--- src/rtl/mult_seq_ctrl.sv ---
// Sequencing controller for the repeated-addition multiplier datapath (A, down-counting B, accumulator P).
// Optional watchdog abort: define MULT_SEQ_CTRL_WDOG_EN.
module mult_seq_ctrl #(
  parameter int unsigned WIDTH    = 16,
  parameter int unsigned MAX_ITER = 65535
) (
  input  logic clk,
  input  logic rst_n,
  input  logic start,
  input  logic eqz,
  output logic ld_a,
  output logic ld_b,
  output logic clr_p,
  output logic ld_p,
  output logic dec_b,
  output logic busy,
  output logic done,
  output logic err
);

  typedef enum logic [2:0] {
    S_IDLE  = 3'd0,
    S_LD_A  = 3'd1,
    S_LD_B  = 3'd2,
    S_CHECK = 3'd3,
    S_ADD   = 3'd4,
    S_DONE  = 3'd5
  } state_t;

  state_t           state;
  state_t           next_state;
  logic [WIDTH-1:0] iter_cnt;

  logic ld_a_d;
  logic ld_b_d;
  logic clr_p_d;
  logic ld_p_d;
  logic dec_b_d;
  logic busy_d;
  logic done_d;

`ifdef MULT_SEQ_CTRL_WDOG_EN
  localparam logic [WIDTH-1:0] ITER_LIMIT = WIDTH'(MAX_ITER);
  logic wdog_hit;
`endif

  // State register
  always_ff @(posedge clk or negedge rst_n) begin
    if (!rst_n) begin
      state <= S_IDLE;
    end else begin
      state <= next_state;
    end
  end

  // Next-state logic
  always_comb begin
    next_state = state;
`ifdef MULT_SEQ_CTRL_WDOG_EN
    wdog_hit   = 1'b0;
`endif
    case (state)
      S_IDLE:  if (start) next_state = S_LD_A;
      S_LD_A:  next_state = S_LD_B;
      S_LD_B:  next_state = S_CHECK;
      S_CHECK: begin
        if (eqz) begin
          next_state = S_DONE;
`ifdef MULT_SEQ_CTRL_WDOG_EN
        end else if (iter_cnt == ITER_LIMIT) begin
          next_state = S_DONE;
          wdog_hit   = 1'b1;
`endif
        end else begin
          next_state = S_ADD;
        end
      end
      S_ADD:   next_state = S_CHECK;
      S_DONE:  next_state = S_IDLE;
      default: next_state = S_IDLE;
    endcase
  end

  // Moore decode of the upcoming state, registered below so outputs track the state register
  always_comb begin
    ld_a_d  = 1'b0;
    ld_b_d  = 1'b0;
    clr_p_d = 1'b0;
    ld_p_d  = 1'b0;
    dec_b_d = 1'b0;
    done_d  = 1'b0;
    busy_d  = (next_state != S_IDLE);
    case (next_state)
      S_LD_A: ld_a_d = 1'b1;
      S_LD_B: begin
        ld_b_d  = 1'b1;
        clr_p_d = 1'b1;
      end
      S_ADD: begin
        ld_p_d  = 1'b1;
        dec_b_d = 1'b1;
      end
      S_DONE:  done_d = 1'b1;
      default: ;
    endcase
  end

  always_ff @(posedge clk or negedge rst_n) begin
    if (!rst_n) begin
      ld_a  <= 1'b0;
      ld_b  <= 1'b0;
      clr_p <= 1'b0;
      ld_p  <= 1'b0;
      dec_b <= 1'b0;
      busy  <= 1'b0;
      done  <= 1'b0;
    end else begin
      ld_a  <= ld_a_d;
      ld_b  <= ld_b_d;
      clr_p <= clr_p_d;
      ld_p  <= ld_p_d;
      dec_b <= dec_b_d;
      busy  <= busy_d;
      done  <= done_d;
    end
  end

  // Iteration counter: bounded by B, so it cannot wrap
  always_ff @(posedge clk or negedge rst_n) begin
    if (!rst_n) begin
      iter_cnt <= '0;
    end else if (state == S_LD_B) begin
      iter_cnt <= '0;
    end else if (state == S_ADD) begin
      iter_cnt <= iter_cnt + WIDTH'(1);
    end
  end

`ifdef MULT_SEQ_CTRL_WDOG_EN
  // Sticky abort flag, cleared when the next start is accepted
  always_ff @(posedge clk or negedge rst_n) begin
    if (!rst_n) begin
      err <= 1'b0;
    end else if (state == S_IDLE && start) begin
      err <= 1'b0;
    end else if (wdog_hit) begin
      err <= 1'b1;
    end
  end
`else
  assign err = 1'b0;
`endif

endmodule
--- config.mk ---
export PLATFORM = sky130hd
export DESIGN_NAME = mult_seq_ctrl
export DESIGN_NICKNAME = d
export VERILOG_FILES = /design/src/rtl/mult_seq_ctrl.sv
export SDC_FILE = /design/constraint.sdc
export NUM_CORES = 1
export LEC_CHECK = 0
export CAP_MARGIN = 10
export CORE_AREA = 5 5 42 44
export DETAILED_ROUTE_END_ITERATION = 8
export DIE_AREA = 0 0 47 49
export PLACE_DENSITY = 0.57
export SYNTH_ARGS = -nofsm -noshare
export SYNTH_HDL_FRONTEND = slang
export SYNTH_SLANG_ARGS = --single-unit
export TNS_END_PERCENT = 50
--- constraint.sdc ---
create_clock -name clk -period 2.4 [get_ports clk]
set_input_delay 0.48 -clock clk [delete_from_list [all_inputs] [get_ports clk]]
set_output_delay 0.48 -clock clk [all_outputs]
set_load 0.1 [all_outputs]
======== After elaboration in Yosys (flattened, before gate mapping) ========
Cells that the tools add are included.
operators by class
  equal/unequal tests ..................... 8
  reduce and logical (&&, ||, !) cells .... 3
  multiplexer cells ....................... 7
operators with widths
  cell                                            number
  case mux 3 bit (4 select lines)                 1
  == test 3 x 2 -> 1 bit (second input constant)  3
  == test 3 bit (second input constant)           3
  == test 3 x 1 -> 1 bit (second input constant)  2
  2-to-1 mux 1 bit                                5
  logical NOT 3 bit                               1
  2-to-1 mux 3 bit                                1
  nonzero test 3 bit                              1
  OR reduction 2 bit                              1
storage, ports and cells
  output and inout bits ................... 8
  logic and storage cells ................. 24
  bits in registers ....................... 8

======== Logic depth before layout (Yosys ltp) ========
Gate-level depths: netlist of the first run.
  word-level depth ........................ 5
  mapped depth ............................ 3
  gate-level depth less buffers ........... 2

======== Worst setup path before layout of the first run ========
No wires, ideal clock.
  path kind ............................... flip-flop to output port
  start ................................... reg clr_p (netlist name)
  end ..................................... out ld_b
  slack ................................... 596 ps
  path buffers ............................ 1
  data arrival time ....................... 1324 ps
  data required time ...................... 1920 ps
  cell stages (with the launch flop) ...... 2
  cells stage by stage .................... dfrtp_1 -> buf_4
RTL lines
  element           RTL line  text
  end: declaration  12        output logic ld_b,

======== Worst setup path in the final report of the first run ========
  start ................................... reg clr_p
  end ..................................... out clr_p
RTL lines
  element                   RTL line  text
  start: declaration        13        output logic clr_p,
  start signal: assignment  120       clr_p <= clr_p_d;
No word-level cell between the ends.

==> flow_summary.toml, run 1 <==
[floorplanning]
die_area_um2 = 2300
std_cell_rows = 14
die_w_um = 47
ioPinCount = 12
initial_utilization_pct = 23.5
core_area_um2 = 1400
die-height_um = 49

[yosys]
synthTopCellsByArea = "dfrtp_1 (61%), buf_4 (6.8%), and2_1 (3.8%)"
synth_common_cells = "dfrtp_1 (8), buf_4 (3), and2_1 (2)"
postSynthAreaPerCell_um2 = 12.7
synth_top_area_cell = "dfrtp_1"
yosysSeqAreaShare_pct = 60.8
synthFlopType = "dfrtp_1"
async_flop_share_pct = 100
synth-compound-area-share_pct = 6.46
syn_area_um2 = 329
syn_nets = 30
synth_mux_area_share_pct = 0
ys_ff_latch = 8
synth_top_family_by_area = "simple AND/OR/NAND/NOR gates"
synth_top_area_share_pct = 60.8
syn_inst = 26
yosysMostFrequentCell = "dfrtp_1"
synthXorXnorAreaFrac_pct = 2.66
synth-simple-area-share_pct = 18.6
netlist-cell-type-count = 16
synthAdderAreaFrac_pct = 0
yosys_warnings = 0
synth-edff-count = 0

[detailed_routing]
dr.pass1.iters = 1
drtIter0Drc = 0
viasPerCell = 4.24
wire_per_inst_um = 10.0
wirelength_um = 512
ant_nets = 0
vias = 216
drc_errors = 0

[timing]
setup_violations = 0
slew_viol_final = 0
setup-tns-final_ps = 0
hold_violations = 0
fmax_ghz = 0.737
rsz0062_at_grt = "false"
finClkSkew_ps = 0.687
fin_crit_sh_pct = 56.5
min_period_ps = 1360

[global_route]
track_usage_pct = 5.18
antenna_found_initial = 0
grt_max_degree = 10
overflow = 0
grt_pass1_wl_um = 828
grt_pass1_vias = 216

[cts]
clock-root-buffer = "clkbuf_4"
cts.clk_slew.worst_paths_ps = 50
cts_buffers = 3
htreeDepth = 1
cts_hold_buf = 0
tritoncts = "built"
clk_latency_ps = 240
post_cts_buffers = 0
clock-sinks = 8
cts_buffer_depth = 2
cts_resized = 0

[placement]
gp_congestion = 0.763
dp_hpwl_um = 415
port-buffer-count = 10

[setup_path]
worstPathMaxFanout = 2
cp.required_ps = 1920
path_cells = "buf_4"
critPathCaptureType = "output port"
cpPeakStageDelay_ps = 340
arrival_ps = 880
crit_slowest_cell = "dfrtp_1"
critPathBufInv = 1
critical_path_class = "reg -> out"
worst_setup_path_start_kind = "register"
critPathTopFamily = "flip-flops"

[worst_hold_path]
holdCritPathClass = "in -> async"

[run_status]
status = "completed"

[job]
max_cap_violations = 0

[final_layout]
syn2layout_area_growth_pct = 27.8
layout-drive-gt1-share_pct = 31.4
diodes = 0
fin_nets = 41
## cell usage in the layout (no fill, tap or decap), drive strengths merged
cell type      netlist  layout
and3b                1       1
nor3b                1       1
or4                  1       1
nand2                1       1
dfrtp                8       8
a221oi               1       1
buf                  4       7
clkdlybuf4s50        0       3
o21a                 1       1
nor2b                1       1
nor4b                1       1
nor3                 1       1
xor2                 1       1
and2                 2       2
conb                 1       1
o21ai                1       1
clkbuf               0       3
## sequential cells by signal, indices dropped and copies added, names as in the netlist
| name | cells |
|---|---|
| state | 3 |
| busy | 1 |
| clr_p | 1 |
| ld_a | 1 |
| dec_b | 1 |
| done | 1 |
## worst paths after layout
| kind | start | end | slack (ps) | depth (start not counted) |
|---|---|---|---|---|
| min reg2reg | state[0] | ld_a | 560 | 1 |
| max | clr_p | clr_p | 1040 | 1 |
| min | rst_n | clr_p | 510 | 1 |
| max reg2reg | state[2] | busy | 1140 | 2 |
| min in group clk | state[0] | ld_a | 560 | 1 |
| max in group asynchronous | rst_n | state[0] | 1640 | 1 |
## through the flow
stage | instances | hold WS [ps] | setup WS (ps) | area, um2 | utilization [%]
final | 51 | 507 | 1040 | 420 | 30.0
after detailed placement | 48 | 558 | 800 | 398 | 28.4
after CTS | 51 | 511 | 1030 | 420 | 30.0
after floorplan | 26 | 184 | 596 | 329 | -
after global routing | 51 | 534 | 998 | 420 | 30.0
after global placement | 48 | 547 | 813 | 398 | 28.4
## cell families (layout without fill, tap and decap cells)
family                 after synthesis  after routing
XOR/XNOR                             1              1
AND/OR/NAND/NOR                      9              9
flip-flops                           8              8
other                                1              1
buffers and inverters                4             13
AO/OA/AOI/OAI                        3              3
## worst register-to-register path: cells and delay by family (launching register included)
family,cells,cell delay (ps)
flip-flops,1,440
AND/OR/NAND/NOR,2,710
## metal layers
layer  routed length [um]  up-vias  global-route usage (%)
met4                    0        0                    6.91
met2                  274        4                    8.14
met5                    0        -                       0
met1                  208      109                    4.95
li1                     -      103                       -
met3                   29        0                       0
## cell type report
cell class	count	area [um2]
multi-input combinational	14	95.1
tap	16	20.0
fill	156	981
sequential	8	200
clock buffer	3	22.5
timing repair buffer	10	82.6
Power of run 1 is not shown: default switching activity piles up to over one toggle a cycle in this logic, so the estimate is an artifact.
==> run 2, diff against run 1 <==
Clock period 2.4 ns to 1.3 ns, I/O delays scaled along.
==> flow_summary.toml, run 2 (synthesis gave the netlist of run 1 again) <==
[run_status]
status = "completed"

[placement]
gp_congestion = 0.795
dp_slack_ps = -62.4
dp_hpwl_um = 525
port-buffer-count = 10

[detailed_routing]
drc_errors = 0
wire_per_inst_um = 11.7
ant_nets = 0
drtIter0Drc = 2
wirelength_um = 654
vias = 238
dr.pass1.iters = 3
viasPerCell = 4.25

[cts]
cts_resized = 0
htreeDepth = 1
clock-root-buffer = "clkbuf_4"
tritoncts = "built"
cts_buffer_depth = 2
cts_hold_buf = 0
clock-sinks = 8
cts.clk_slew.worst_paths_ps = 60
post_cts_buffers = 0
clk_latency_ps = 260
cts_buffers = 3

[setup_path]
critPathTopFamily = "simple AND/OR/NAND/NOR gates"
worst_r2r_path_depth = 2
critPathBufInv = 0
cpPeakStageDelay_ps = 510
critPathCaptureType = "register"
r2r_setup_slack_ps = 140
cp.required_ps = 1450
rr_endpoint = "busy"
critical_path_class = "reg -> reg"
arrival_ps = 1310
path_cells = "or4_1 -> and2_1"
crit_slowest_cell = "or4_1"
worst_setup_path_start_kind = "register"
worstPathMaxFanout = 2
r2r-start = "state[2]"

[floorplanning]
core_area_um2 = 1400
initial_utilization_pct = 23.5
ioPinCount = 12
die-height_um = 49
die_w_um = 47
std_cell_rows = 14
die_area_um2 = 2300

[final_layout]
layout-drive-gt1-share_pct = 40.0
fin_nets = 45
syn2layout_area_growth_pct = 65.0
regMostFlops = "state"
layout_common_cells = "dfrtp_1 (7), buf_12 (7), buf_4 (4), clkbuf_4 (3), clkdlybuf4s50_1 (3)"
largest_reg_flops = 3
nFillCells = 143
diodes = 0
ff_latch_area_um2 = 201
multi_input_area_um2 = 95.1

[timing]
fmax_ghz = 0.862
finClkSkew_ps = 6.51
setup_violations = 0
fin_crit_sh_pct = 89.3
rsz0062_at_grt = "false"
slew_viol_final = 0
hold_violations = 0
min_period_ps = 1160
whs_ps = 266
setup_ws_ps = 140

[global_route]
overflow = 0
grt_pass1_wl_mm = 1.10
antenna_found_initial = 0
grt_max_degree = 9
grt_pass1_vias = 244
track_usage_pct = 8.03

[job]
max_cap_violations = 0

[worst_hold_path]
holdCritPathClass = "in -> async"
[run 2: cell type report]
class / count / area share (%)
sequential: 8 / 37.1
timing repair buffer: 14 / 36.9
multi-input combinational: 14 / 17.5
clock buffer: 4 / 4.84
tap: 16 / 3.69
[run 2: worst max path at each step]
stage               startpoint     to  slack (ps)  cells past startpoint
finish                state[2]   busy         140                      2
global route             dec_b  dec_b         110                      1
CTS                   state[2]   busy         140                      2
detailed placement       start   busy         -60                      3
global placement         start   busy         -30                      3
floorplan                dec_b   ld_p        -280                      1
[run 2: per-layer routing]
metal / share of wire, % / up-vias / GRT usage, % / wire (um)
met2: 53 / 9 / 10.9 / 344
met4: 9.3 / 0 / 13.8 / 61
met1: 33 / 113 / 6.55 / 214
met3: 5.4 / 4 / 2.21 / 35
met5: 0 / - / 0 / 0
li1: - / 112 / - / -
[run 2: stage by stage]
stage / area (um2) / std cells / TNS, ps / utilization, %
after floorplan: 330 / 26 / -284 / -
after global placement: 517 / 52 / -25.6 / 36.9
after detailed placement: 517 / 52 / -62.4 / 36.9
after CTS: 543 / 56 / 0 / 38.8
after global routing: 543 / 56 / 0 / 38.8
final: 543 / 56 / 0 / 38.8
Power of run 2 is left out for the same reason.
